**config.mk**
```make
export PLATFORM = sky130hd
export DESIGN_NAME = sa_edge_feeder
export DESIGN_NICKNAME = d
export VERILOG_FILES = /design/src/rtl/sa_edge_feeder.sv
export SDC_FILE = /design/constraint.sdc
export NUM_CORES = 1
export LEC_CHECK = 0
export CAP_MARGIN = 40
export CORE_UTILIZATION = 50
export DETAILED_ROUTE_END_ITERATION = 8
export PLACE_DENSITY_LB_ADDON = 0.05
export SYNTH_ARGS = -nofsm -noshare
export SYNTH_HDL_FRONTEND = slang
export SYNTH_SLANG_ARGS = --single-unit
```
**constraint.sdc**
```tcl
create_clock -name clk -period 4 [get_ports clk]
set_input_delay 0.4 -clock clk [delete_from_list [all_inputs] [get_ports clk]]
set_output_delay 0.4 -clock clk [all_outputs]
set_load 0.02 [all_outputs]
```
**src/rtl/sa_edge_feeder.sv**
```systemverilog
// Transmit side of the systolic-array operand edge: accepts one N-element vector per
// cycle, tags the final K-step with last, and skews lane i by i extra cycles.
`timescale 1ns/1ps
module sa_edge_feeder #(
  parameter int N  = 2,
  parameter int DW = 8,
  parameter int KW = 8
) (
  input  logic                clk,
  input  logic                rst_n,
  input  logic                start_i,
  input  logic [KW-1:0]       k_len_i,
  input  logic                vec_valid_i,
  output logic                vec_ready_o,
  input  logic [N*DW-1:0]     vec_data_i,
  output logic [N*(DW+1)-1:0] lane_data_o,
  output logic [N-1:0]        lane_valid_o,
  output logic                busy_o,
  output logic                done_o
);

  localparam int FW = (N > 1) ? $clog2(N) : 1;
  localparam logic [FW-1:0] FLUSH_LAST = FW'(N - 1);

  typedef enum logic [1:0] {IDLE, FEED, FLUSH} state_t;

  typedef struct packed {
    logic          valid;
    logic [DW-1:0] data;
    logic          last;
  } slot_t;

  state_t        state, state_nxt;
  logic [KW-1:0] k_len;
  logic [KW-1:0] count;
  logic [FW-1:0] flush_cnt;
  logic          zero_done;
  logic          accept;
  logic          is_last;
  logic          start_job;
  slot_t         in_slot [N];

  assign accept    = (state == FEED) && vec_valid_i;
  assign is_last   = (count == (k_len - KW'(1)));
  assign start_job = (state == IDLE) && start_i && (k_len_i != '0);

  always_comb begin
    state_nxt = state;
    case (state)
      IDLE:    if (start_job) state_nxt = FEED;
      FEED:    if (accept && is_last) state_nxt = FLUSH;
      FLUSH:   if (flush_cnt == FLUSH_LAST) state_nxt = IDLE;
      default: state_nxt = IDLE;
    endcase
  end

  assign vec_ready_o = (state == FEED);
  assign busy_o      = (state != IDLE);
  assign done_o      = zero_done || ((state == FLUSH) && (flush_cnt == FLUSH_LAST));

  always_ff @(posedge clk or negedge rst_n) begin
    if (!rst_n) begin
      state     <= IDLE;
      k_len     <= '0;
      count     <= '0;
      flush_cnt <= '0;
      zero_done <= 1'b0;
    end else begin
      state     <= state_nxt;
      // A zero-length job never leaves IDLE but still owes its caller a done pulse.
      zero_done <= (state == IDLE) && start_i && (k_len_i == '0);
      if (start_job) begin
        k_len <= k_len_i;
        count <= '0;
      end else if (accept) begin
        count <= count + KW'(1);
      end
      if (state == FLUSH) flush_cnt <= flush_cnt + FW'(1);
      else                flush_cnt <= '0;
    end
  end

  // Non-accepting cycles still inject an all-zero slot so bubbles skew like data.
  always_comb begin
    for (int l = 0; l < N; l++) begin
      in_slot[l]       = '0;
      in_slot[l].valid = accept;
      in_slot[l].last  = accept && is_last;
      if (accept) in_slot[l].data = vec_data_i[l*DW +: DW];
    end
  end

  for (genvar i = 0; i < N; i++) begin : g_lane
    slot_t line [0:i];

    always_ff @(posedge clk or negedge rst_n) begin
      if (!rst_n) begin
        for (int j = 0; j <= i; j++) line[j] <= '0;
      end else begin
        line[0] <= in_slot[i];
        for (int j = 1; j <= i; j++) line[j] <= line[j-1];
      end
    end

    assign lane_valid_o[i]                = line[i].valid;
    assign lane_data_o[i*(DW+1) +: DW+1]  = {line[i].data, line[i].last};
  end

endmodule

```
# Yosys cells after proc, flatten, opt, wreduce, memory -nomap -nowiden
# Index checks and enable logic that the tools add are counted.
dict set report classes {
  shifts 0
  multipliers 0
  magnitude_cmp 0
  n_div 0
  addsub 3
  n_eq_ne 6
  reduce_logical 13
  bitwise_logic 0
  muxes 9
}
# cell n
set ops {}
lappend ops {{$mux 8} 4}
lappend ops {{$add 8x1->8 const B} 1}
lappend ops {{$eq 8x8->1} 1}
lappend ops {{$logic_not 8->1} 1}
lappend ops {{$reduce_bool 8->1} 1}
lappend ops {{$sub 8x1->8 const B} 1}
lappend ops {{$logic_and 1x1->1} 6}
lappend ops {{$mux 2} 3}
lappend ops {{$pmux 2 s3} 1}
lappend ops {{$ne 2x2->1 const B} 2}
lappend ops {{$reduce_bool 2->1} 2}
lappend ops {{$reduce_and 3->1} 1}
lappend ops {{$eq 2x1->1 const B} 1}
lappend ops {{$eq 2x2->1 const B} 1}
lappend ops {{$logic_not 2->1} 1}
lappend ops {{$ne 2x1->1 const B} 1}
lappend ops {{$add 1x1->1 const B} 1}
lappend ops {{$logic_or 1x1->1} 1}
lappend ops {{$mux 1} 1}
dict set report totals {
  output_inout_bits 23
  reg_bits 48
  mem_count 0
  ram_bits 0
  word_cells 43
  inputBits 28
  latch_bits 0
  mem_bits_ro 0
}

# Longest topological paths before layout
# Gate-level depths: netlist of the first run.
dict set report depth {
  word_depth 5
  depth_mapped 7
  depth_no_buf 7
}

# Least setup slack after synthesis of the first run
# Ideal clock, no wire load.
dict set report synth_timing {
  kind {register -> register}
  from {register k_len[0]}
  to {register state[0]}
  t_arrival_ps 1763
  n_path_buf 0
  required_time_ps 3869
  path_slack_ps 2106
  setup_time_ps 131
  stages_incl_launch_ff 6
  cell_sequence {dfrtp_1 -> or4_4 -> a2111oi_2 -> nor3_1 -> a2111oi_2 -> o21bai_1}
}
# element line
set synth_lines {}
lappend synth_lines {{from (decl)} 34} ;# logic [KW-1:0] k_len;
lappend synth_lines {{from (signal assigned)} 73} ;# k_len <= k_len_i;
lappend synth_lines {{to (signal assigned)} 69} ;# state <= state_nxt;
lappend synth_lines {{to (decl)} 33} ;# state_t state, state_nxt;

# Worst setup path in the final report of the first run
dict set report layout_timing {
  from {register state[1]}
  to {register count[5]}
}
dict set report layout_via {
  elab_chain_cells 4
  word_cells_on_any_way 7
  classes_between {1 x eq/ne; 1 x mux; 5 x reduce/logical}
}
# element line
set layout_rtl {}
lappend layout_rtl {{$logic_not 2->1} 45} ;# assign start_job = (state == IDLE) && start_i && (k_len_i != '0);
lappend layout_rtl {{$logic_and 1x1->1 (2 in series)} 45}
lappend layout_rtl {{$mux 8 or $reduce_bool 2->1 (tied branches)} -}
lappend layout_rtl {{to (signal assigned)} 76} ;# count <= count + KW'(1);
lappend layout_rtl {{to (decl)} 35} ;# logic [KW-1:0] count;
# Several ways; a longest one is shown, not always the timed one.
# A chain may end at the register's enable or synchronous reset.

==> impl_metrics.py, run 1 <==
metrics = {
    "floorplan": {
        "fp.dieW_um": 65.3,
        "die_area_sq_um": 4270,
        "std_cell_rows": 22,
        "die_h_um": 65.3,
        "start_util_pct": 53.6,
        "io_pins": 51,
        "core_sq_um": 3740,
    },
    "detailed_routing": {
        "firstDrtPassIters": 4,
        "avgViaCountPerCell": 5.06,
        "dr_total_vias": 1310,
        "drt_wl_total_um": 3460,
        "wl_per_cell_um": 13.4,
        "first_iter_violations": 30,
        "drc": 0,
        "postRouteAntennaNets": 0,
    },
    "global_routing": {
        "antenna_found_initial": 0,
        "grt_use_met3_pct": 5.03,
        "grtUsageMet2_pct": 31.3,
        "busiest_layer": "met2",
        "grt_overflow": 0,
        "track_usage_pct": 18.7,
        "grt_pass1_vias": 1401,
        "grt_pass1_wl_um": 5910,
        "grt_max_degree": 28,
        "met1_usage_pct": 22.0,
    },
    "sta": {
        "finalSetupViolations": 0,
        "whs_ns": 0.0634,
        "slew_viol_final": 0,
        "fmax_ghz": 0.455,
        "rsz0062_at_grt": "no",
        "slew_headroom_pct": 46.8,
        "final_hold_viol_count": 0,
        "tightestPinTransition_ns": 0.797,
        "period_share_pct": 54.9,
        "skew_ns": 0.00626,
        "period_minus_slack_ns": 2.20,
        "finalSetupTns_ns": 0,
    },
    "clock_tree": {
        "cts_resized": 0,
        "htreeDepth": 2,
        "cts_tree": "yes",
        "cts_hold_buf": 0,
        "clock_path_buffers": 2,
        "post-cts-setup-buffers": 0,
        "numCtsBuffers": 5,
        "cts_root_buf": "clkbuf_8",
        "cts.sinks": 48,
        "path_clk_slew_ns": 0.08,
        "clk_latency_ns": 0.29,
    },
    "place": {
        "hpwl_um": 2560,
        "gp_congestion": 0.790,
        "port_buffers": 50,
    },
    "yosys": {
        "synth_compound_area_share_pct": 5.36,
        "ys_types": 36,
        "synth_edf_count": 0,
        "synth-main-ff-cell": "dfrtp_1",
        "synthAdderAreaFrac_pct": 1.25,
        "synth_nets": 197,
        "syn_area_per_cell_sq_um": 12.0,
        "netlist_instances": 167,
        "synth_top_family_by_area": "simple AND/OR/NAND/NOR gates",
        "synth_most_common_cell": "dfrtp_1",
        "yosysTopAreaCellShare_pct": 59.9,
        "yosys-top-cells-area": "dfrtp_1 60%, and2_1 5.0%, buf_4 4.5%",
        "ys_seq_area_share_pct": 59.9,
        "synth_xor_area_share_pct": 6.55,
        "yosysWarnings": 0,
        "syn_area_sq_um": 2010,
        "synth_top_cell_by_area": "dfrtp_1",
        "synth_common_cells": "48 x dfrtp_1, 16 x and2_1, 12 x buf_4, 10 x nor2_1",
        "async_flop_share_pct": 100,
        "synth-simple-area-share_pct": 16.3,
        "synth_mux_area_share_pct": 3.87,
        "ys_seq_elements": 48,
    },
    "layout": {
        "num_antenna_cells": 0,
        "nNetsFinal": 240,
        "syn2layout_area_growth_pct": 29.3,
        "drive_above_1_share_pct": 11.8,
    },
    "worst_setup_path": {
        "cp.required_ns": 4.23,
        "cp_max_fo": 24,
        "r2r_slack_ns": 1.80,
        "crit_type": "register to register",
        "critPathArrivalTime_ns": 2.42,
        "critPathLaunchType": "register",
        "endpoint_kind": "register",
    },
    "hold_path": {
        "hp-class": "input port to async pin",
    },
    "flow_run": {
        "cap_violations": 0,
    },
    "power": {
        "cellPowerDensity_nw_per_um2": 581,
        "max-vdd-ir-drop_mv": 0.342,
        "leakagePower_nw": 1.14,
    },
    "status": {
        "outcome": "finished clean",
    },
}
final cells by class:
| cell class | count | area (sq um) |
|---|---|---|
| inverter | 8 | 30.0 |
| multi-input combinational | 95 | 668 |
| clock inverter | 3 | 42.5 |
| tap | 48 | 60.1 |
| fill | 278 | 1150 |
| clock buffer | 5 | 68.8 |
| sequential | 48 | 1200 |
| timing repair buffer | 52 | 523 |
metal layers:
metal / part of all wire, % / vias to the layer above
met5: 0 / -
met4: 1.8 / 0
met3: 5.0 / 8
met2: 50 / 35
met1: 44 / 642
li1: - / 625
placed cells by master (no fill, tap or decap), drive strengths merged, types with 3 or more instances in the layout:
| cell | synthesis | layout |
|---|---|---|
| a21oi | 3 | 3 |
| and2 | 17 | 17 |
| buf | 12 | 3 |
| clkbuf | 4 | 5 |
| clkdlybuf4s50 | 0 | 49 |
| dfrtp | 48 | 48 |
| inv | 8 | 8 |
| mux2 | 6 | 6 |
| nand2 | 7 | 7 |
| nand4 | 4 | 4 |
| nor2 | 11 | 11 |
| nor3 | 3 | 3 |
| nor4 | 3 | 3 |
| o21ai | 4 | 4 |
| xnor2 | 7 | 7 |
| xor2 | 8 | 8 |
kinds of logic (layout without fill, tap and decap cells):
family          Yosys count  in the layout
compound gates           14             14
xor+xnor                 15             15
fa+ha+maj                 2              2
buf+inv                  24             68
flops                    48             48
mux                       7              7
simple gates             57             57
power breakdown:
| part | switching [mW] | internal, mW | leakage [nW] |
|---|---|---|---|
| registers | 0.110 | 0.595 | 0.617 |
| clock network | 0.150 | 0.185 | 0.0541 |
| logic | 0.220 | 0.247 | 0.470 |
flip-flops by register name (all words and copies together) (netlist names):
name and flops:
lane_valid_o 1, count 8, lane_data_o 17, g_lane.line 10, flush_cnt 1, k_len 8
zero_done 1, state 2
worst max-delay path, cell delays in order (launching register included):
cell and delay, ns:
dfrtp_1 0.40, nand2b_1 0.20, nor2_2 0.63, nand4_1 0.32
or3_1 0.43, a21oi_1 0.15
worst paths after layout:
path,endpoint,depth (start not counted),start
max,count[5]$_DFFE_PN0P_,5,state[1]$_DFFE_PN0P_
min,lane_data_o[11]$_DFF_PN0_,1,rst_n
max reg2reg,count[5]$_DFFE_PN0P_,5,state[1]$_DFFE_PN0P_
min reg2reg,lane_data_o[12]$_DFF_PN0_,0,g_lane[1].line[13]$_DFF_PN0_
max in group asynchronous,k_len[1]$_DFFE_PN0P_,2,rst_n
min in group clk,lane_data_o[12]$_DFF_PN0_,0,g_lane[1].line[13]$_DFF_PN0_
through the flow:
| stage | power [mW] | util (%) | instances | cell area [sq um] | worst slack [ns] |
|---|---|---|---|---|---|
| after floorplan | 1.03 | - | 167 | 2010 | 2.11 |
| after global placement | 1.16 | 65.8 | 250 | 2460 | 1.59 |
| after detailed placement | 1.18 | 66.3 | 251 | 2480 | 1.50 |
| after CTS | 1.52 | 69.3 | 259 | 2590 | 1.79 |
| after global routing | 1.60 | 69.3 | 259 | 2590 | 1.52 |
| final | 1.51 | 69.3 | 259 | 2590 | 1.80 |
Power figures use the tool's default switching activity.
==> inputs of run 2 (changes only) <==
Settings changed: CORE_UTILIZATION 50 to 43.
Clock period 4 ns to 1.8 ns, I/O delays scaled along.
==> impl_metrics.py, run 2 (same netlist as run 1, synthesis figures left out) <==
metrics = {
    "clock_tree": {
        "cts_root_buf": "clkbuf_8",
        "clk_latency_ns": 0.30,
        "htreeDepth": 2,
        "cts_tree": "yes",
        "cts.sinks": 48,
        "path_clk_slew_ns": 0.09,
        "numCtsBuffers": 5,
        "clock_path_buffers": 2,
    },
    "layout": {
        "drive_above_1_share_pct": 20.3,
        "syn2layout_area_growth_pct": 38.6,
        "final_cell_mix": "48 x dfrtp_1, 48 x clkdlybuf4s50_1, 16 x and2_1",
        "fin_cells": 279,
        "num_antenna_cells": 0,
        "final_util_pct": 63.0,
        "largest_reg_flops": 17,
        "nNetsFinal": 256,
    },
    "status": {
        "outcome": "finished with violations",
        "failed_checks": "negative setup slack",
    },
    "floorplan": {
        "std_cell_rows": 24,
        "die_h_um": 70.3,
        "start_util_pct": 45.4,
        "core_sq_um": 4410,
        "fp.dieW_um": 70.3,
        "io_pins": 51,
        "die_area_sq_um": 4940,
    },
    "worst_setup_path": {
        "r2r_slack_ns": -0.09,
        "cp.required_ns": 1.99,
        "crit_type": "register to register",
        "worstRegToRegCells": 5,
        "crit_chain": "or4_4 -> o221a_1 -> nor3_4 -> a2111oi_4 -> or2_1",
        "cp_max_fo": 3,
        "crit_family": "simple AND/OR/NAND/NOR gates",
        "critPathBufInv": 0,
        "critPathLaunchType": "register",
        "endpoint_kind": "register",
        "regToRegEndpoint": "state[1]$_DFFE_PN0P_",
        "timing.rr.start": "k_len[3]$_DFFE_PN0P_",
        "worst_path_largest_cell_delay_ns": 0.56,
        "critPathSlowestCell": "or4_4",
        "critPathArrivalTime_ns": 2.08,
    },
    "sta": {
        "tightestPinTransition_ns": 0.650,
        "rsz0062_at_grt": "yes",
        "skew_ns": 0.00958,
        "finalSetupViolations": 2,
        "timing.final.ws_setup_ns": -0.0897,
        "final_hold_viol_count": 0,
        "fmax_ghz": 0.529,
        "period_minus_slack_ns": 1.89,
        "whs_ns": 0.349,
        "slew_viol_final": 0,
        "period_share_pct": 105,
        "slew_headroom_pct": 56.7,
    },
    "detailed_routing": {
        "drc": 0,
        "firstDrtPassIters": 4,
        "dr_total_vias": 1357,
        "avgViaCountPerCell": 4.86,
        "wl_per_cell_um": 13.9,
        "drt_wl_total_um": 3870,
        "postRouteAntennaNets": 0,
        "first_iter_violations": 59,
    },
    "hold_path": {
        "holdPathEnd": "lane_data_o[17]$_DFF_PN0_",
        "hp-class": "register to register",
        "hp-start": "g_lane[1].line[18]$_DFF_PN0_",
        "whs_path_depth": 0,
    },
    "place": {
        "port_buffers": 50,
        "gp_congestion": 0.867,
        "hpwl_um": 2800,
        "dp.cells": 268,
        "pre_cts_slack_ns": -0.0827,
    },
    "global_routing": {
        "grt_max_degree": 31,
        "grt_overflow": 0,
        "antenna_found_initial": 0,
        "track_usage_pct": 17.5,
        "grt_pass1_wl_um": 6650,
        "grt_pass1_vias": 1449,
    },
    "power": {
        "total_power_mw": 3.57,
        "leakagePower_nw": 1.23,
        "cellPowerDensity_nw_per_um2": 1290,
        "max-vdd-ir-drop_mv": 0.835,
    },
    "flow_run": {
        "cap_violations": 0,
    },
}
run 2: worst max-delay path by stage:
stage                                     from                    to  slack (ns)  cells past startpoint
after floorplan           k_len[0]$_DFFE_PN0P_  state[0]$_DFFE_PN0P_       0.006                      7
after global placement    k_len[1]$_DFFE_PN0P_  state[0]$_DFFE_PN0P_       -0.04                      5
after detailed placement  k_len[1]$_DFFE_PN0P_  state[0]$_DFFE_PN0P_       -0.08                      5
after CTS                 k_len[3]$_DFFE_PN0P_  state[1]$_DFFE_PN0P_       -0.07                      5
after global routing      k_len[1]$_DFFE_PN0P_  state[0]$_DFFE_PN0P_       -0.19                      7
final                     k_len[3]$_DFFE_PN0P_  state[1]$_DFFE_PN0P_       -0.09                      5
run 2: area by class of cell:
class / instances / area [sq um]
Fill cell: 351 / 1640
Sequential cell: 48 / 1200
Timing Repair Buffer: 68 / 652
Clock inverter: 3 / 18.8
Multi-Input combinational cell: 95 / 743
Clock buffer: 5 / 68.8
Inverter: 8 / 30.0
Tap cell: 52 / 65.1
run 2: report_power, final:
group	leakage [nW]	switching, mW	internal, mW
clock network	0.0479	0.354	0.271
logic	0.565	0.674	0.751
registers	0.617	0.201	1.32
run 2: metal layers:
layer | global-route usage [%] | wire, um | up-vias
met5 | 0 | 0 | -
met4 | 4.67 | 44 | 0
met3 | 5.34 | 162 | 6
met2 | 29.2 | 1980 | 27
met1 | 21.8 | 1680 | 663
li1 | - | - | 661
run 2: repair_timing:
item,4_1_cts,5_1_grt
hold buffers,1,0
hold endpoints to repair,28,0
resized for setup,2,7
pin swaps,5,2
endpoints found under the setup margin,3,4
setup buffers,2,0
run 2: metrics by stage:
| stage | area [sq um] | TNS, ns |
|---|---|---|
| 2_1_floorplan | 2040 | 0 |
| 3_3_place_gp | 2620 | -0.0747 |
| 3_5_place_dp | 2620 | -0.159 |
| 4_1_cts | 2750 | -0.107 |
| 5_1_grt | 2780 | -0.433 |
| 6_report | 2780 | -0.173 |
==> inputs of run 3 (changes only) <==
Settings changed: CORE_MARGIN set to 1.5.
==> impl_metrics.py, run 3 (same netlist as run 1, synthesis figures left out) <==
metrics = {
    "detailed_routing": {
        "firstDrtPassIters": 4,
        "drc": 0,
        "dr_total_vias": 1370,
        "postRouteAntennaNets": 0,
        "drt_wl_total_um": 3840,
        "wl_per_cell_um": 14.0,
        "first_iter_violations": 60,
        "avgViaCountPerCell": 5.00,
    },
    "global_routing": {
        "antenna_found_initial": 0,
        "grt_max_degree": 49,
        "grt_overflow": 0,
        "grt_pass1_wl_um": 6420,
        "track_usage_pct": 16.0,
        "grt_pass1_vias": 1414,
    },
    "layout": {
        "largest_reg_flops": 17,
        "num_antenna_cells": 0,
        "nNetsFinal": 253,
        "fin_cells": 274,
        "syn2layout_area_growth_pct": 38.3,
        "final_util_pct": 62.8,
        "drive_above_1_share_pct": 19.4,
        "fin_area_sq_um": 2770,
        "final_cell_mix": "48 x dfrtp_1, 48 x clkdlybuf4s50_1, 16 x and2_1",
    },
    "clock_tree": {
        "clk_latency_ns": 0.29,
        "htreeDepth": 2,
        "clock_path_buffers": 2,
        "cts_root_buf": "clkbuf_8",
        "cts.sinks": 48,
        "cts_tree": "yes",
        "numCtsBuffers": 5,
        "path_clk_slew_ns": 0.08,
    },
    "sta": {
        "fmax_ghz": 0.525,
        "timing.final.ws_setup_ns": -0.105,
        "rsz0062_at_grt": "yes",
        "finalSetupViolations": 3,
        "slew_headroom_pct": 61.8,
        "whs_ns": 0.350,
        "tightestPinTransition_ns": 0.573,
        "finalSetupTns_ns": -0.271,
        "period_share_pct": 106,
        "slew_viol_final": 0,
        "final_hold_viol_count": 0,
        "period_minus_slack_ns": 1.90,
        "skew_ns": 0.00430,
    },
    "place": {
        "hpwl_um": 2770,
        "port_buffers": 50,
        "dpl_cell_area_sq_um": 2600,
        "gp_congestion": 0.837,
        "dp.cells": 266,
        "pre_cts_slack_ns": -0.122,
    },
    "hold_path": {
        "holdPathEnd": "lane_data_o[16]$_DFF_PN0_",
        "whs_path_depth": 0,
        "hp-start": "g_lane[1].line[17]$_DFF_PN0_",
        "hp-class": "register to register",
    },
    "worst_setup_path": {
        "crit_family": "simple AND/OR/NAND/NOR gates",
        "worst_path_largest_cell_delay_ns": 0.41,
        "cp_max_fo": 3,
        "endpoint_kind": "register",
        "critPathBufInv": 1,
        "critPathSlowestCell": "dfrtp_1",
        "critPathLaunchType": "register",
        "worstRegToRegCells": 7,
        "r2r_slack_ns": -0.10,
        "crit_chain": "inv_2 -> ha_4 -> or3b_4 -> nor3_4 -> xnor2_2 -> a2111oi_4 -> o21bai_1",
        "timing.rr.start": "k_len[1]$_DFFE_PN0P_",
        "cp.required_ns": 1.97,
        "regToRegEndpoint": "state[0]$_DFFE_PN0P_",
        "critPathArrivalTime_ns": 2.07,
        "crit_type": "register to register",
    },
    "power": {
        "leakagePower_nw": 1.22,
        "cellPowerDensity_nw_per_um2": 1320,
        "max-vdd-ir-drop_mv": 0.845,
        "total_power_mw": 3.65,
    },
    "floorplan": {
        "fp.dieW_um": 71.3,
        "io_pins": 51,
        "std_cell_rows": 24,
        "start_util_pct": 45.4,
        "die_area_sq_um": 5080,
        "die_h_um": 71.3,
        "core_sq_um": 4410,
    },
    "status": {
        "failed_checks": "negative setup slack",
        "outcome": "finished with violations",
    },
    "flow_run": {
        "cap_violations": 0,
    },
}
## run 3: cell types whose count changed in the layout (fill, tap and decap cells not counted), sizes merged
cell,before,now
buf,18,15
clkinv,3,0
bufinv,0,1
## run 3: where the power goes
| group | total [mW] | internal [mW] | switching (mW) |
|---|---|---|---|
| sequential | 1.54 | 1.32 | 0.217 |
| clock | 0.715 | 0.398 | 0.317 |
| combinational | 1.39 | 0.726 | 0.668 |
## run 3: layer usage
metal	routed length, um	track usage, %	vias up
met4	65	5.03	0
met1	1560	20.1	665
li1	-	-	652
met5	0	0	-
met2	1970	27.6	44
met3	243	3.66	9
## run 3: how the worst max path moves through the flow
stage,startpoint,slack (ns),depth (start not counted),end
5_1_grt,k_len[0]$_DFFE_PN0P_,-0.18,7,state[0]$_DFFE_PN0P_
4_1_cts,k_len[2]$_DFFE_PN0P_,-0.07,5,state[1]$_DFFE_PN0P_
3_3_place_gp,k_len[1]$_DFFE_PN0P_,-0.05,5,state[0]$_DFFE_PN0P_
2_1_floorplan,k_len[0]$_DFFE_PN0P_,0.006,7,state[0]$_DFFE_PN0P_
6_report,k_len[1]$_DFFE_PN0P_,-0.10,7,state[0]$_DFFE_PN0P_
3_5_place_dp,k_len[1]$_DFFE_PN0P_,-0.12,5,state[1]$_DFFE_PN0P_
## run 3: what timing repair did
item,CTS,global route
pin swaps,4,6
resized for setup,3,8
setup endpoints to repair,3,4
hold buffers,1,0
endpoints found under the hold margin,4,0
buffers inserted,0,1
## run 3: worst register-to-register path, stage by stage (launching register included)
cell,delay [ns]
dfrtp_1,0.41
inv_2,0.09
ha_4,0.13
or3b_4,0.39
nor3_4,0.21
xnor2_2,0.11
a2111oi_4,0.32
o21bai_1,0.12
## run 3: cell type report
class	instances	area, sq um
fill	351	1640
sequential	48	1200
multi-input combinational	95	753
timing repair buffer	65	626
clock buffer	5	68.8
tap	52	65.1
clock inverter	1	30.0
inverter	8	30.0
